===== src/rtl/decimal_encoder_debounce_pkg.sv =====
// Shared definitions for the decimal-line encode path and the BCD demux decode path.
package decimal_encoder_debounce_pkg;

  localparam int unsigned DECIMAL_LINES = 10;
  localparam int unsigned BCD_WIDTH     = 4;

  typedef logic [BCD_WIDTH-1:0] bcd_t;

  typedef struct packed {
    bcd_t code;
    logic any;
  } enc_t;

  // Ascending scan so the highest active (low) line wins, 74147-style.
  function automatic enc_t prio_encode(input logic [DECIMAL_LINES-1:0] lines_n);
    enc_t r;
    r = '0;
    for (int unsigned i = 0; i < DECIMAL_LINES; i++) begin
      if (!lines_n[i]) begin
        r.code = bcd_t'(i);
        r.any  = 1'b1;
      end
    end
    return r;
  endfunction

endpackage


===== src/rtl/decimal_encoder_debounce_sync_debounce.sv =====
// Multi-stage synchronizer followed by a sample-qualified debounce of the whole vector.
module sync_debounce #(
  parameter int unsigned WIDTH           = 10,
  parameter int unsigned SYNC_STAGES     = 2,
  parameter int unsigned DEBOUNCE_CYCLES = 4
) (
  input  logic             clk,
  input  logic             rst,
  input  logic             i_sample_en,
  input  logic [WIDTH-1:0] i_din,
  output logic [WIDTH-1:0] o_stable
);

  localparam int unsigned        CNT_W    = $clog2(DEBOUNCE_CYCLES) + 1;
  localparam logic [CNT_W-1:0]   CNT_LAST = CNT_W'(DEBOUNCE_CYCLES - 1);

  logic [SYNC_STAGES-1:0][WIDTH-1:0] r_sync;
  logic [WIDTH-1:0]                  r_cand;
  logic [WIDTH-1:0]                  r_stable;
  logic [CNT_W-1:0]                  r_cnt;
  logic [WIDTH-1:0]                  w_raw;

  assign w_raw    = r_sync[SYNC_STAGES-1];
  assign o_stable = r_stable;

  always_ff @(posedge clk or posedge rst) begin
    if (rst) begin
      r_sync <= '1;
    end else begin
      r_sync <= {r_sync[SYNC_STAGES-2:0], i_din};
    end
  end

  // A raw change always restarts qualification; the count saturates at CNT_LAST.
  always_ff @(posedge clk or posedge rst) begin
    if (rst) begin
      r_cand   <= '1;
      r_stable <= '1;
      r_cnt    <= '0;
    end else if (w_raw != r_cand) begin
      r_cand <= w_raw;
      r_cnt  <= '0;
    end else if (i_sample_en) begin
      if (r_cnt < CNT_LAST) begin
        r_cnt <= r_cnt + CNT_W'(1);
      end else begin
        r_stable <= r_cand;
      end
    end
  end

endmodule


===== src/rtl/decimal_encoder_debounce.sv =====
// Debounced priority encoder for ten active-low decimal lines with a one-deep change-event slot.
module decimal_encoder_debounce
  import decimal_encoder_debounce_pkg::*;
#(
  parameter int unsigned DEBOUNCE_CYCLES = 4,
  parameter int unsigned SYNC_STAGES     = 2
) (
  input  logic                     clk,
  input  logic                     reset,
  input  logic [DECIMAL_LINES-1:0] d_n,
  input  logic                     sample_en,
  output bcd_t                     code,
  output logic                     any,
  output logic                     evt_valid,
  input  logic                     evt_ready,
  output bcd_t                     evt_code,
  output logic                     evt_any,
  output logic                     evt_overrun
);

  logic [DECIMAL_LINES-1:0] w_stable;
  enc_t                     w_enc;
  logic                     w_change;

  bcd_t r_code;
  logic r_any;
  logic r_evt_valid;
  bcd_t r_evt_code;
  logic r_evt_any;
  logic r_evt_overrun;

  sync_debounce #(
    .WIDTH           (DECIMAL_LINES),
    .SYNC_STAGES     (SYNC_STAGES),
    .DEBOUNCE_CYCLES (DEBOUNCE_CYCLES)
  ) u_sync_debounce (
    .clk         (clk),
    .rst         (reset),
    .i_sample_en (sample_en),
    .i_din       (d_n),
    .o_stable    (w_stable)
  );

  always_comb begin
    w_enc    = prio_encode(w_stable);
    w_change = (w_enc != {r_code, r_any});
  end

  // Overrun flags only an overwrite of an unconsumed event; a same-edge consume clears it.
  always_ff @(posedge clk or posedge reset) begin
    if (reset) begin
      r_code        <= '0;
      r_any         <= 1'b0;
      r_evt_valid   <= 1'b0;
      r_evt_code    <= '0;
      r_evt_any     <= 1'b0;
      r_evt_overrun <= 1'b0;
    end else begin
      r_code <= w_enc.code;
      r_any  <= w_enc.any;
      if (w_change) begin
        r_evt_valid   <= 1'b1;
        r_evt_code    <= w_enc.code;
        r_evt_any     <= w_enc.any;
        r_evt_overrun <= r_evt_valid & ~evt_ready;
      end else if (r_evt_valid && evt_ready) begin
        r_evt_valid   <= 1'b0;
        r_evt_overrun <= 1'b0;
      end
    end
  end

  assign code        = r_code;
  assign any         = r_any;
  assign evt_valid   = r_evt_valid;
  assign evt_code    = r_evt_code;
  assign evt_any     = r_evt_any;
  assign evt_overrun = r_evt_overrun;

endmodule

===== config.mk =====
export PLATFORM = sky130hd
export DESIGN_NAME = decimal_encoder_debounce
export DESIGN_NICKNAME = d
export VERILOG_FILES = /design/src/rtl/decimal_encoder_debounce_pkg.sv /design/src/rtl/decimal_encoder_debounce_sync_debounce.sv /design/src/rtl/decimal_encoder_debounce.sv
export SDC_FILE = /design/constraint.sdc
export NUM_CORES = 1
export LEC_CHECK = 0
export CAP_MARGIN = 20
export CORE_ASPECT_RATIO = 0.6
export CORE_MARGIN = 3
export CORE_UTILIZATION = 50
export DETAILED_ROUTE_END_ITERATION = 8
export PLACE_DENSITY = 0.7
export SKIP_CTS_REPAIR_TIMING = 1
export SYNTH_ARGS = -nofsm -noshare
export SYNTH_HDL_FRONTEND = slang
export SYNTH_SLANG_ARGS = --single-unit

===== constraint.sdc =====
create_clock -name clk -period 2.2 [get_ports clk]
set_input_delay 0.33 -clock clk [delete_from_list [all_inputs] [get_ports clk]]
set_output_delay 0.33 -clock clk [all_outputs]
set_load 0.01 [all_outputs]

# After elaboration in Yosys (flattened, before gate mapping)
# Index checks and enable logic that the tools add are counted.
# W data, S select, Z words.
[word_totals]
elab_cells = 41
output_inout_bits = 12
input_bits = 14
reg_bits = 55
[op_classes]
n_reduce_logical = 6
addsub = 1
eq_ne = 2
n_bitwise = 4
magnitude_cmp = 1
n_mux = 16
[ops]
columns = ["operator", "count"]
rows = [
  ["$mux W5", 9],
  ["$ne A10 B10 Y1", 1],
  ["$mux W3", 3],
  ["$reduce_bool A2 Y1", 3],
  ["$ne A5 B5 Y1", 1],
  ["$mux W1", 4],
  ["$add A3 B1 Y3 const B", 1],
  ["$lt A3 B2 Y1 const B", 1],
  ["$not A1 Y1", 3],
  ["$reduce_and A3 Y1", 1],
  ["$reduce_and A2 Y1", 1],
  ["$and A1 B1 Y1", 1],
  ["$logic_and A1 B1 Y1", 1],
]

# Depth between registers and ports, before layout
# Gate-level depths: netlist of the first run.
[logic_depth]
word_depth = 12
ltp_mapped = 7
mapped_depth_nobuf = 6

# Cells and area by module
# From an unflattened synthesis of the first run, not the netlist that was laid out.
[unflattened]
hier_cells = 157
area_unflattened_um2 = 2210.9
[by_module_without_submodules]
columns = ["module", "seq_area_each_um2", "area_each_um2", "instances", "cells_per_inst"]
rows = [
  ["sync_debounce", 1126.1, 1537.7, 1, 94],
  ["decimal_encoder_debounce", 300.3, 673.1, 1, 63],
]

# Worst setup path before layout of the first run
# OpenSTA, ideal clock, no wires.
[synth_path]
path_kind = "register to register"
start = "reg u_sync_debounce.r_stable[9], in the netlist u_sync_debounce.o_stable[9]"
end = "reg r_evt_any, in the netlist evt_any"
slack_ps = 346
setup_ps = 125
synth_period_minus_slack_ps = 1854
stages_incl_launch_ff = 7
arrival_time_ps = 1729
path_buffers = 0
required_ps = 2075
path_cell_list = "dfstp_2 -> and2_4 -> inv_4 -> o41ai_4 -> and4_4 -> nand2_4 -> mux2_4"
[synth_lines]
columns = ["item", "line_no", "source"]
rows = [
  ["start: declaration", "decimal_encoder_debounce_sync_debounce.sv:19", "logic [WIDTH-1:0] r_stable;"],
  ["start signal: assignment", "decimal_encoder_debounce_sync_debounce.sv:47", "r_stable <= r_cand;"],
  ["end signal: assignment", "decimal_encoder_debounce.sv:64", "r_evt_any <= w_enc.any;"],
  ["end: declaration", "decimal_encoder_debounce.sv:29", "logic r_evt_any;"],
]

==> results of run 1 <==
==> power groups by stage <==
stage               Combinational, mW  Sequential (mW)  Clock (mW)
floorplan                      0.0373             1.09           0
global placement               0.0708             1.10           0
detailed placement             0.0722             1.10           0
CTS                            0.0730             1.08       0.554
global route                   0.0806             1.09       0.607
finish                         0.0725             1.08       0.533
==> cell families after synthesis <==
kind of cell	after synthesis	share of synthesized area
buf+inv	17	0.03195
compound gates	23	0.08900
flops	55	0.6503
simple gates	40	0.1118
xor+xnor	10	0.03993
mux	13	0.07131
fa+ha+maj	1	0.005704
==> state kept, by name (all words and copies together), names as in the netlist <==
| signal | flops |
|---|---|
| u_sync_debounce.r_cand | 10 |
| u_sync_debounce.r_sync | 10 |
| u_sync_debounce.r_cnt | 3 |
| code | 4 |
| u_sync_debounce.o_stable | 10 |
| evt_valid | 1 |
| any | 1 |
| evt_code | 4 |
| evt_overrun | 1 |
| evt_any | 1 |
| u_sync_debounce.w_raw | 10 |
==> worst reg2reg max path, delay by kind of cell (launching register included) <==
family / cells / cell delay [ns]
compound gates: 1 / 0.38
buf+inv: 1 / 0.06
flops: 1 / 0.61
mux: 1 / 0.33
simple gates: 3 / 0.61
==> per-layer routing <==
metal  track usage  up-vias
li1              -      595
met1        0.2382      666
met2        0.2648       34
met3       0.03953        8
met4       0.07511        0
met5             0        -
==> through the flow <==
step           utilization  setup slack, ns
2_1_floorplan            -           0.3459
3_3_place_gp        0.6372           0.2035
3_5_place_dp        0.6372           0.1372
4_1_cts             0.6585           0.1123
5_1_grt             0.6601          0.02972
6_report            0.6601           0.1049
==> cells in the mapped netlist (2+ instances only) <==
cell | instances | area [um^2]
sky130_fd_sc_hd__dfstp_2 | 40 | 1051
sky130_fd_sc_hd__dfrtp_1 | 15 | 375.4
sky130_fd_sc_hd__nand2_1 | 12 | 45.04
sky130_fd_sc_hd__clkbuf_1 | 10 | 37.54
sky130_fd_sc_hd__mux2_1 | 9 | 101.4
sky130_fd_sc_hd__xor2_1 | 8 | 70.07
sky130_fd_sc_hd__inv_1 | 4 | 15.01
sky130_fd_sc_hd__nand2b_1 | 4 | 25.02
sky130_fd_sc_hd__nor2_1 | 4 | 15.01
sky130_fd_sc_hd__o21ai_0 | 4 | 20.02
sky130_fd_sc_hd__a21oi_1 | 3 | 15.01
sky130_fd_sc_hd__a31oi_1 | 3 | 18.77
sky130_fd_sc_hd__mux2_4 | 3 | 45.04
sky130_fd_sc_hd__nor2b_1 | 3 | 18.77
sky130_fd_sc_hd__a311oi_1 | 2 | 17.52
sky130_fd_sc_hd__a41oi_1 | 2 | 17.52
sky130_fd_sc_hd__and2_1 | 2 | 12.51
sky130_fd_sc_hd__and4_4 | 2 | 22.52
sky130_fd_sc_hd__nor4_1 | 2 | 12.51
sky130_fd_sc_hd__o21ai_1 | 2 | 10.01
sky130_fd_sc_hd__xnor2_1 | 2 | 17.52
==> final cells by class <==
cell class / count / area, um^2 / share of cell area
clock buffers: 6 / 72.57 / 0.02794
clock inverters: 2 / 11.26 / 0.004335
inverters: 6 / 25.02 / 0.009634
multi-input cells: 87 / 703.2 / 0.2707
flip-flops and latches: 55 / 1426 / 0.5491
well taps: 57 / 71.32 / 0.02746
repair buffers: 30 / 287.8 / 0.1108
==> path summary, 6_finish.rpt <==
kind | startpoint | cells after the start | end
setup / recovery | u_sync_debounce.o_stable[9] | 6 | evt_code[3]
hold / removal | reset | 2 | u_sync_debounce.r_cnt[1]
setup reg to reg | u_sync_debounce.o_stable[9] | 6 | evt_code[3]
hold reg to reg | u_sync_debounce.r_sync[3] | 0 | u_sync_debounce.w_raw[3]
max in group asynchronous | reset | 3 | u_sync_debounce.r_cand[3]
min in group clk | u_sync_debounce.r_sync[3] | 0 | u_sync_debounce.w_raw[3]
==> results.md, run 1 <==
Drt:
- After detailed routing, no signal wire sits above met4.
- The detailed router placed 1303 vias in this run.
- Wire segments on met3 add up to 160 um in the final route.
- After detailed routing, the number of remaining DRC violations is 0.
- The routed length per placed instance is 16.30 um.
- The post-detailed-routing wire length is 3.961 mm.
- Wire segments on met2 add up to 1.920 mm in the final route.
- Dividing the detail-routed via count by the number of cells gives 5.362.
- The number of nets with antenna violations after routing is 0.
- In the final routing, the length of wire on met1 measures 1.812 mm.
- The initial detailed-routing violation count is 50.
- The detailed-router iteration count before antenna repair is 4.

Worst setup path:
- The endpoint arrival time on the critical path is 2.29 ns.
- Traced cell by cell, the critical path runs through and2_4 -> inv_4 -> o41ai_4 -> and4_4 -> nand2_4 -> mux2_4.
- The slack of the worst reg-to-reg path is 0.10 ns.
- In this design, the stage delay of the slowest critical-path cell is 0.61 ns.
- In this run the worst path has a maximum fanout of 8.
- The critical path endpoint category is a flip-flop.
- STA puts the critical path data required time at 2.40 ns.
- The kind of critical path is flip-flop to flip-flop.
- The kind of launch point of the worst setup path is a flip-flop.
- The cell with the biggest individual delay on the critical path is sky130_fd_sc_hd__dfstp_2.
- The largest delay contributor family on the critical path is flip-flops.
- The count of buffer and inverter cells on the critical path is 1.

Synthesis:
- A synthesized cell averages 13.79 um^2.
- The leading register cell type out of synthesis is sky130_fd_sc_hd__dfstp_2.
- Counting flops and latches in the post-synthesis netlist gives 55.
- The share of the Yosys chip area taken by registers is 0.6503.
- The warning count from the yosys run is 0.
- The total nets after synthesis is 174.
- The synthesized netlist occupies a cell area of 2193 um^2.
- The netlist uses 44 different library cells.
- The number of enable flip-flop cells after synthesis is 0.
- The async set-or-reset flop fraction in the synthesized netlist is 1.000.
- The synthesized instance count is 159.

Finish:
- The final design area excluding fillers is 2597 um^2.
- Leaving out filler cells and counting taps, the final layout contains 243.
- The area added between synthesis and finish is 18.43%.
- The library cell used most frequently in the layout, excluding fill and tap cells, is sky130_fd_sc_hd__dfstp_2.
- At the end of the flow, the number of nets in the layout was 200.
- After filler insertion, the fill cell instance count of the layout stands at 291.
- The fraction of layout instances using a drive strength above 1 is 0.3710.
- The antenna diode instance count is 0.
- The library cells used most frequently in the layout, excluding fill and tap cells, are sky130_fd_sc_hd__dfstp_2 (40), sky130_fd_sc_hd__clkdlybuf4s50_1 (25), sky130_fd_sc_hd__dfrtp_1 (15).

Timing:
- Hold timing on the final database bottoms out at a slack of 0.3500 ns.
- The final clock period utilization by the worst path is 0.9523.
- The number of pins with negative max-slew slack in the final report was 0.
- The transition time at the pin with the least slew margin is 0.5008 ns.
- The worst max-slew margin expressed relative to the limit is 0.6656.
- The post-route minimum period is 2.095 ns.
- Timing would allow up to 477.3 MHz.
- Setup violations remaining at the end of the flow were counted as 0.
- The post-route clock skew is 0.003857 ns.
- Setup repair after global routing left no endpoint under its margin.
- The total negative slack for setup checks is 0 ns.
- The total count of hold-check failures in the final report is 0.

Power and ir drop:
- Summed over all nets, the switching power comes to 0.3631 mW.
- For this design the static power due to leakage is 1.026 nW.
- Of the total power, the clock network draws 0.315.
- VDD sags by at most 459.4 uV.
- Dividing total power by cell area gives a power density of 650.4 nW/um^2.
- The logic gate share of total power is 0.043.
- Overall power consumption after layout is estimated at 1.689 mW.
- The sequential power share is 0.642.
- The internal power contribution is 1.326 mW.
- The switching portion of total power is 0.2149.

Global routing:
- The initial antenna violation count came to 0.
- The global-route wire length before repair is 6.941 mm.
- The overflow left after global routing is 0.
- The number of global-route vias before repair came to 1372.
- The global-route usage over all layers is 0.1726.
- Entering global routing, the biggest net connects 26 pins.

Clock network:
- The clock buffer count from CTS is 5.
- The number of clock sinks is 55.
- The H-tree was split into 2 levels.
- The root buffer cell chosen for the clock tree is sky130_fd_sc_hd__clkbuf_8.
- The clock insertion delay at the later pin of the skew report is 0.31 ns.
- After clock tree synthesis, the clock-pin slew on the worst setup and hold paths is 0.09 ns.
- The maximum buffer depth of the clock tree is 2.
- The TritonCTS clock tree is done.

Place:
- The final weighted congestion in routability-driven placement is 0.8254.
- Input and output buffers added on the ports amount to 25.
- The total placed instance area is 2507 um^2.
- Detailed placement finished with a half-perimeter wire length of 2.914 mm.
- The post-placement cell count is 235.

Flow run:
- The tool flagged a number of max-cap violations equal to 0.

Die:
- The core region area is 3935 um^2.
- The starting utilization of the core area is 0.5574.
- The die footprint is 5244 um^2.
- The floorplan die height is 57.31 um.
- Pin placement for this block handled 26 I/O pins.
- In this run the core area contains 17 standard-cell rows.
- The die boundary width is 91.51 um.

Hold path:
- The path class of the tightest hold or removal check is input port to async pin.

Status:
- The run finished with clean final reports.
(Power assumes the default switching activity.)
==> run 2: changes to the inputs <==
Settings changed: SLEW_MARGIN from default to 0.
==> results of run 2 <==
Same layout as run 1: the final DEF is identical, and so are final timing and power.
